`src/rtl/pattern_hit_judge.sv`:
```
// pattern_hit_judge: judges 4-lane button presses against the beat pattern.
// A beat captures PAT and opens a WINDOW-cycle window; the window closes with
// a one-cycle HIT or MISS pulse that also updates COMBO and SCORE.
// Optional macro PATTERN_JUDGE_PERFECT_EN: hits in the first half of the
// window also pulse PERFECT and score double points.
module pattern_hit_judge #(
  parameter int WINDOW  = 8,
  parameter int SCORE_W = 16,
  parameter int COMBO_W = 8,
  parameter int HIT_PTS = 10
) (
  input  logic               C,
  input  logic               INIT_N,
  input  logic               BEAT,
  input  logic [3:0]         PAT,
  input  logic [3:0]         BTN,
  output logic               HIT,
  output logic               MISS,
  output logic               PERFECT,
  output logic               BUSY,
  output logic [COMBO_W-1:0] COMBO,
  output logic [SCORE_W-1:0] SCORE
);

  typedef enum logic {IDLE = 1'b0, OPEN = 1'b1} state_t;

  // cnt counts down the remaining window cycles; 8 bits covers WINDOW up to 255
  localparam logic [7:0] CNT_LOAD = 8'(WINDOW - 1);
  localparam logic [SCORE_W+1:0] SCORE_MAX = {2'b00, {SCORE_W{1'b1}}};
  localparam logic [SCORE_W+1:0] PTS_NORMAL = (SCORE_W + 2)'(HIT_PTS);
`ifdef PATTERN_JUDGE_PERFECT_EN
  localparam logic [7:0] CNT_HALF = 8'(WINDOW / 2);
  localparam logic [SCORE_W+1:0] PTS_PERFECT = (SCORE_W + 2)'(2 * HIT_PTS);
`endif

  state_t state_reg, state_next;
  logic [3:0] exp_reg, acc_reg, btn_q_reg;
  logic [7:0] cnt_reg;
  logic hit_reg, miss_reg, perfect_reg;
  logic [COMBO_W-1:0] combo_reg, combo_next;
  logic [SCORE_W-1:0] score_reg, score_next;

  logic [3:0] rise, nxt;
  logic is_open, wrong_key, complete, timeout;
  logic dec_hit, dec_miss, decided, miss_next, perfect_next;
  logic [SCORE_W+1:0] score_add, score_sum;

  // State register; reset aborts any open window without a pulse
  always_ff @(posedge C) begin
    if (!INIT_N) state_reg <= IDLE;
    else         state_reg <= state_next;
  end

  // Judgement of the current window cycle plus combo/score update values
  always_comb begin
    is_open   = (state_reg == OPEN);
    rise      = BTN & ~btn_q_reg;
    nxt       = acc_reg | rise;
    wrong_key = |(nxt & ~exp_reg);
    complete  = (nxt == exp_reg);
    timeout   = (cnt_reg == 8'd0);
    // a wrong key beats a simultaneous completion
    dec_hit   = is_open && !wrong_key && complete;
    dec_miss  = is_open && (wrong_key || (!complete && timeout));
    decided   = dec_hit || dec_miss;
    // a new beat on an undecided window forfeits the old pattern
    miss_next = dec_miss || (is_open && BEAT && !decided);
`ifdef PATTERN_JUDGE_PERFECT_EN
    perfect_next = dec_hit && (cnt_reg >= CNT_HALF);
    score_add    = perfect_next ? PTS_PERFECT : PTS_NORMAL;
`else
    perfect_next = 1'b0;
    score_add    = PTS_NORMAL;
`endif
    score_sum  = {2'b00, score_reg} + score_add;
    combo_next = combo_reg;
    score_next = score_reg;
    if (miss_next) begin
      combo_next = '0;
    end else if (dec_hit) begin
      if (combo_reg != {COMBO_W{1'b1}}) combo_next = combo_reg + COMBO_W'(1);
      score_next = (score_sum > SCORE_MAX) ? {SCORE_W{1'b1}} : score_sum[SCORE_W-1:0];
    end
  end

  // Next state: a beat always (re)opens unless it is a rest beat
  always_comb begin
    state_next = state_reg;
    if (BEAT)         state_next = (PAT != 4'b0000) ? OPEN : IDLE;
    else if (decided) state_next = IDLE;
  end

  // Outputs are the registered pulses and counters; BUSY mirrors the state
  always_comb begin
    BUSY    = (state_reg == OPEN);
    HIT     = hit_reg;
    MISS    = miss_reg;
    PERFECT = perfect_reg;
    COMBO   = combo_reg;
    SCORE   = score_reg;
  end

  // Window datapath, edge detector, result pulses and counters
  always_ff @(posedge C) begin
    if (!INIT_N) begin
      exp_reg     <= '0;
      acc_reg     <= '0;
      cnt_reg     <= '0;
      btn_q_reg   <= '0;
      hit_reg     <= 1'b0;
      miss_reg    <= 1'b0;
      perfect_reg <= 1'b0;
      combo_reg   <= '0;
      score_reg   <= '0;
    end else begin
      btn_q_reg   <= BTN;
      hit_reg     <= dec_hit;
      miss_reg    <= miss_next;
      perfect_reg <= perfect_next;
      combo_reg   <= combo_next;
      score_reg   <= score_next;
      if (BEAT) begin
        // presses in the beat cycle itself do not count for the new pattern
        exp_reg <= PAT;
        acc_reg <= '0;
        cnt_reg <= CNT_LOAD;
      end else if (is_open && !decided) begin
        acc_reg <= nxt;
        cnt_reg <= cnt_reg - 8'd1;
      end
    end
  end

endmodule

```
`config.mk`:
```
export PLATFORM = sky130hd
export DESIGN_NAME = pattern_hit_judge
export DESIGN_NICKNAME = d
export VERILOG_FILES = /design/src/rtl/pattern_hit_judge.sv
export SDC_FILE = /design/constraint.sdc
export NUM_CORES = 1
export LEC_CHECK = 0
export ABC_AREA = 1
export ABC_CLOCK_PERIOD_IN_PS = 2760
export CORE_ASPECT_RATIO = 2
export CORE_UTILIZATION = 40
export CTS_BUF_LIST = sky130_fd_sc_hd__clkbuf_8
export CTS_CLUSTER_DIAMETER = 30
export DETAILED_ROUTE_END_ITERATION = 8
export HOLD_SLACK_MARGIN = 0.06
export SLEW_MARGIN = 40
export SYNTH_ARGS = -nofsm -noshare
export SYNTH_HDL_FRONTEND = slang
export SYNTH_SLANG_ARGS = --single-unit
```
`constraint.sdc`:
```
create_clock -name C -period 2.76 [get_ports C]
set_input_delay 0.828 -clock C [delete_from_list [all_inputs] [get_ports C]]
set_output_delay 0.828 -clock C [all_outputs]
set_load 0.03 [all_outputs]
```
==> flow_summary.rst <==
.. list-table::
   :header-rows: 1

   * - Metric
     - Value
   * - Outcome
     - finished, final reports clean
   * - Routed vias
     - 2,674
   * - Worst-case reg-to-reg path depth
     - 10
   * - Most instantiated library cell after synthesis
     - sky130_fd_sc_hd__nand2_1
   * - Fin util
     - 52.7%
   * - Number of instances in the synthesized netlist
     - 397
   * - Overall global routing resource usage
     - between 20 and 25%
   * - IO buf count
     - 37
   * - Required time of the critical path
     - 3.00 ns
   * - Hold crit path type
     - flip-flop to flip-flop
   * - Max Cap Viol
     - 0
   * - Static Leakage
     - 1.42 nW
   * - Count of final hold-check violations
     - 0
   * - P&R area growth vs syn
     - 27.7%
   * - GR met1 Demand/Resource
     - 19.9%
   * - Register bit total from synthesis
     - between 40 and 50
   * - Number of rows created at floorplan
     - 42
   * - Netlist Area Pre-Place
     - 0.00271 sq mm
   * - CTS clk-pin slew, worst paths
     - 0.09 ns
   * - Worst hold path depth
     - 2
   * - Iteration count of the initial detailed-routing pass
     - 4
   * - Global route total overflow
     - 0
   * - Cell at the root of the clock tree
     - sky130_fd_sc_hd__clkbuf_8
   * - Finished Layout Cells
     - 541
   * - Critical path startpoint category
     - input pin
   * - Mapped Nets
     - between 400 and 500
   * - Max Clock Skew
     - 0.00651 ns
   * - Antenna Nets Post-Route
     - 0
   * - Global-route wire length before repair
     - 11,500 um
   * - Portion of synthesized cell area occupied by the leading cell type
     - 34.7%
   * - Die area
     - 0.00713 sq mm
   * - Detailed Route WL
     - 7050 um
   * - Number of antenna violations at the first check in global routing
     - 0
   * - Crit Path Class
     - input pin to flip-flop
   * - Hold_buf cts
     - 0
   * - Clk buf depth
     - 2
   * - Most frequently used flop master after synthesis
     - sky130_fd_sc_hd__dfxtp_1
   * - Horiz. Die Dim
     - about 60 um
   * - Total Neg Setup Slack
     - 0 ns
   * - Final Cycle Share
     - between 90 and 100%
   * - Routed len/inst
     - 13.0 um
   * - Post-route cell area
     - ~0.0035 sq mm
   * - Drt drc
     - 0
   * - Flip-flop count of the largest register after layout
     - 16
   * - Yosys warnings
     - 0
   * - H-tree Lvls
     - 2
   * - Kind of end point of the critical path
     - flip-flop
   * - Met3 usage in global routing
     - about 3.5%
   * - Starting DRC count in detailed routing
     - 104
   * - Number of flops mapped to enable cells by yosys
     - 0
   * - Highest Clock Rate
     - 377 MHz
   * - GPL Wtd Cong
     - 0.851
   * - CTS tree
     - yes
   * - Effective utilization at floorplan
     - 41.3%
   * - Number of diodes
     - 0
   * - Fraction of met2 tracks used by global routing
     - 40.6%
   * - Area after detailed placement
     - 0.00326 sq mm
   * - TritonCTS sink count
     - 47
   * - Final setup violation count
     - 0
   * - Die extent in y
     - 118 um
   * - Commonest cells post-synth
     - sky130_fd_sc_hd__nand2_1 (87), sky130_fd_sc_hd__inv_1 (65), sky130_fd_sc_hd__dfxtp_1 (47), sky130_fd_sc_hd__nor2_1 (42), sky130_fd_sc_hd__a21oi_1 (27)
   * - Synth unique cells
     - 37
   * - Largest vdd supply drop
     - just under 0.4 mV
   * - Top-Level Pins
     - 39
   * - Maximum number of pins on one net before global-route repair
     - 22
   * - Clock latency on the worst-skew pair
     - 0.31 ns
   * - # fillers
     - 658
   * - Syn avg cell area
     - 6.83 sq um
   * - Part of the Yosys area used for sequential elements
     - a little over a third
   * - Proportion of synthesized flip-flops having asynchronous set or reset
     - 0%
   * - Cell type with the highest aggregate area in the netlist
     - sky130_fd_sc_hd__dfxtp_1
   * - Post-DP HPWL
     - roughly 5500 um
   * - Final critical-path required period
     - 2.65 ns
   * - Share of post-route cells with drive strength above 1
     - 14.1%
   * - Net count, final
     - around 470
   * - Via density
     - 4.94
   * - Core region area
     - 0.00657 sq mm
   * - Data arrival time of the critical path
     - 2.90 ns
   * - Top post-synthesis cells by area
     - sky130_fd_sc_hd__dfxtp_1 (35%), sky130_fd_sc_hd__nand2_1 (12%), sky130_fd_sc_hd__inv_1 (9.0%), sky130_fd_sc_hd__nor2_1 (5.8%), sky130_fd_sc_hd__a21oi_1 (5.0%)
   * - Gr busiest metal
     - met2
   * - Slew Limit Fails
     - 0
   * - Number of global-route vias before repair
     - 2,621
   * - Placed Instances
     - 530
   * - Power per unit of standard cell area
     - 391 mW/mm^2
   * - Number of CTS-inserted buffers
     - 5
   * - Worst-path fanout max
     - 5
[per-layer routing]
metal  up-vias  share of wire (%)
met3        23                2.1
li1       1367                  -
met5         -                  0
met1      1238                 35
met2        46                 58
met4         0                4.7
[report_power, final]
group | leakage (nW) | switching [mW] | internal [mW]
clock network | 0.0505 | 0.239 | 0.228
logic | 0.984 | 0.104 | 0.0782
registers | 0.382 | 0.0112 | 0.694
[cell type report]
class	instances	area (sq um)	share of cell area (%)
clock buffer	7	96.3	2.78
clock inverter	1	7.51	0.217
inverter	68	255	7.37
multi-input combinational	274	1530	44.1
sequential	47	941	27.2
tap	88	110	3.18
timing repair buffer	56	526	15.2
[critical path, stage by stage]
cell,delay [ns]
sky130_fd_sc_hd__clkdlybuf4s50_1,0.43
sky130_fd_sc_hd__a21oi_2,0.16
sky130_fd_sc_hd__inv_1,0.06
sky130_fd_sc_hd__ha_1,0.32
sky130_fd_sc_hd__nand4_4,0.13
sky130_fd_sc_hd__nor3_4,0.29
sky130_fd_sc_hd__o21ai_2,0.12
sky130_fd_sc_hd__buf_4,0.16
sky130_fd_sc_hd__or2_2,0.26
sky130_fd_sc_hd__a21oi_1,0.13
[worst paths after layout]
| path | startpoint | endpoint | slack (ns) |
|---|---|---|---|
| max reg2reg | btn_q_reg[1] | COMBO[0] | 0.69 |
| max | BTN[1] | COMBO[0] | 0.11 |
| min reg2reg | cnt_reg[0] | cnt_reg[0] | 0.47 |
| min | cnt_reg[0] | cnt_reg[0] | 0.47 |
[timing repair]
action | CTS | global route
buffers inserted | 0 | 3
resized for setup | 0 | 11
endpoints found under the setup margin | 0 | 13
[cell families after synthesis]
family	synth area share, %
simple gates	36.6
fa+ha+maj	4.16
flops	34.7
compound gates	10.2
other cells	0.138
xor+xnor	2.59
buf+inv	11.6
[through the flow]
step           setup WS (ns)  hold WS (ns)  power, mW
2_1_floorplan          0.297         0.440      0.822
3_3_place_gp          -0.232         0.446      0.881
3_5_place_dp          -0.260         0.453      0.883
4_1_cts               0.0717         0.467       1.36
5_1_grt              -0.0397         0.499       1.42
6_report               0.106         0.467       1.35
[cell usage in the layout (no fill, tap or decap), types with 3 or more instances in the layout]
cell                              instances
sky130_fd_sc_hd__nand2_1                 87
sky130_fd_sc_hd__inv_1                   65
sky130_fd_sc_hd__dfxtp_1                 47
sky130_fd_sc_hd__nor2_1                  40
sky130_fd_sc_hd__clkdlybuf4s50_1         37
sky130_fd_sc_hd__nand3_1                 26
sky130_fd_sc_hd__a21oi_1                 23
sky130_fd_sc_hd__buf_4                   18
sky130_fd_sc_hd__nand4_1                 14
sky130_fd_sc_hd__o21ai_0                 13
sky130_fd_sc_hd__nor3_1                   7
sky130_fd_sc_hd__clkbuf_8                 7
sky130_fd_sc_hd__xor2_1                   6
sky130_fd_sc_hd__nor2_2                   6
sky130_fd_sc_hd__nand2_2                  6
sky130_fd_sc_hd__ha_1                     6
sky130_fd_sc_hd__a21oi_2                  5
sky130_fd_sc_hd__nor2_4                   5
sky130_fd_sc_hd__a31oi_1                  3
sky130_fd_sc_hd__ha_4                     3
(Power assumes the default switching activity.)
==> RTL change, RTL diff (same flow settings) <==
Change the parameter `HIT_PTS` from 10 to 8.
--- a/src/rtl/pattern_hit_judge.sv
+++ b/src/rtl/pattern_hit_judge.sv
@@ -9,3 +9,3 @@
   parameter int COMBO_W = 8,
-  parameter int HIT_PTS = 10
+  parameter int HIT_PTS = 8
 ) (
Check against the original RTL: not equivalent (Yosys sat finds a counterexample within 4 cycles, from zero or initial values).
==> RTL change against the original RTL <==
The flow now finishes with violations (DRC); area after synthesis decreased by 8.6%; core utilization decreased by 1.4 points; synthesized cell count decreased by 13%; final cell count decreased by 15%; worst setup slack improved by 0.018 ns; sequential cell count decreased by 2; cell area decreased by 11%; wire length decreased by 17%; power decreased by 9.4%; largest cell class unchanged.
==> RTL change: results (changes against the original RTL) <==
Status
  – Outcome: finished with violations
  – Failing checks: DRC

Final layout
  – Nets@finish: 414 (-12%)
  – Layout cell share with drive strength beyond 1: 14.4% (+0.30 points)
  – Layout fillers: 617 (-6.2%)
  – Final cell count without fillers: 458 (-15%)

Power
  – Int Pwr: 0.000902 W (-9.9%)
  – Lkg Pwr: 1.30 nW (-8.5%)
  – IR drop worst, VDD: 0.000342 V (-13%)
  – Logic gate share of total power: 13.0% (-0.4 points)
  – Psw: 0.000325 W (-8.1%)

Critical path
  – Reg2Reg Capture Point: SCORE[11]$_SDFFE_PN0P_
  – CP endpoint: cnt_reg[2]$_SDFFE_PN0P_

Placement
  – Placed Instances: 448 (-15%)
  – Placed Area: 2950 um2 (-9.6%)
  – Final HPWL DP: 4460 um (-18%)
  – RePlAce Congestion: 0.849 (-0.19%)

STA
  – Clock Skew: 0.0157 ns (+0.00915 ns)
  – Hold_ws: 0.469 ns (+0.00200 ns)

Detailed routing
  – Post-Route M1 WL: 2260 um (-9.6%)
  – WL met2: 3270 um (-20%)
  – DRC viols: 1 (+1)

Global routing
  – Largest net degree at the start of global routing: 15 (-32%)
  – Met1 usage: 19.2% (-0.74 points)
  – Gr usage total: 19.1% (-2.4 points)

Yosys
  – Syn Nets: 367 (-12%)
  – XOR/XNOR Fraction of Synth Area: 3.54% (+0.95 points)
RTL change: cell count changes after synthesis, moves of 3 or more:
cell      unedited run  this run
nor2_1              42        36
a21oi_1             27        20
o221ai_1             0         5
inv_1               65        52
nand2_2              6        10
a21oi_2              1         5
nand4_1             14        11
nand3_1             26        12
nor2_2               4         1
nand2_1             87        77
RTL change: final cells by class:
| type | count | area (um2) | area share (%) |
|---|---|---|---|
| multi-input cells | 237 | 1340 | 43.5 |
| flip-flops and latches | 45 | 901 | 29.2 |
| repair buffers | 50 | 473 | 15.3 |
| inverters | 55 | 209 | 6.77 |
| well taps | 63 | 78.8 | 2.56 |
| clock buffers | 5 | 68.8 | 2.23 |
| clock inverters | 3 | 11.3 | 0.365 |
RTL change: worst max-delay path, stage by stage:
cell and delay, ns:
clkdlybuf4s50_1 0.44, a21oi_2 0.15, inv_1 0.06, ha_1 0.26
nand4_1 0.21, nand4_1 0.24, nand3_2 0.20, inv_4 0.17
nand3_1 0.09, a31oi_1 0.20
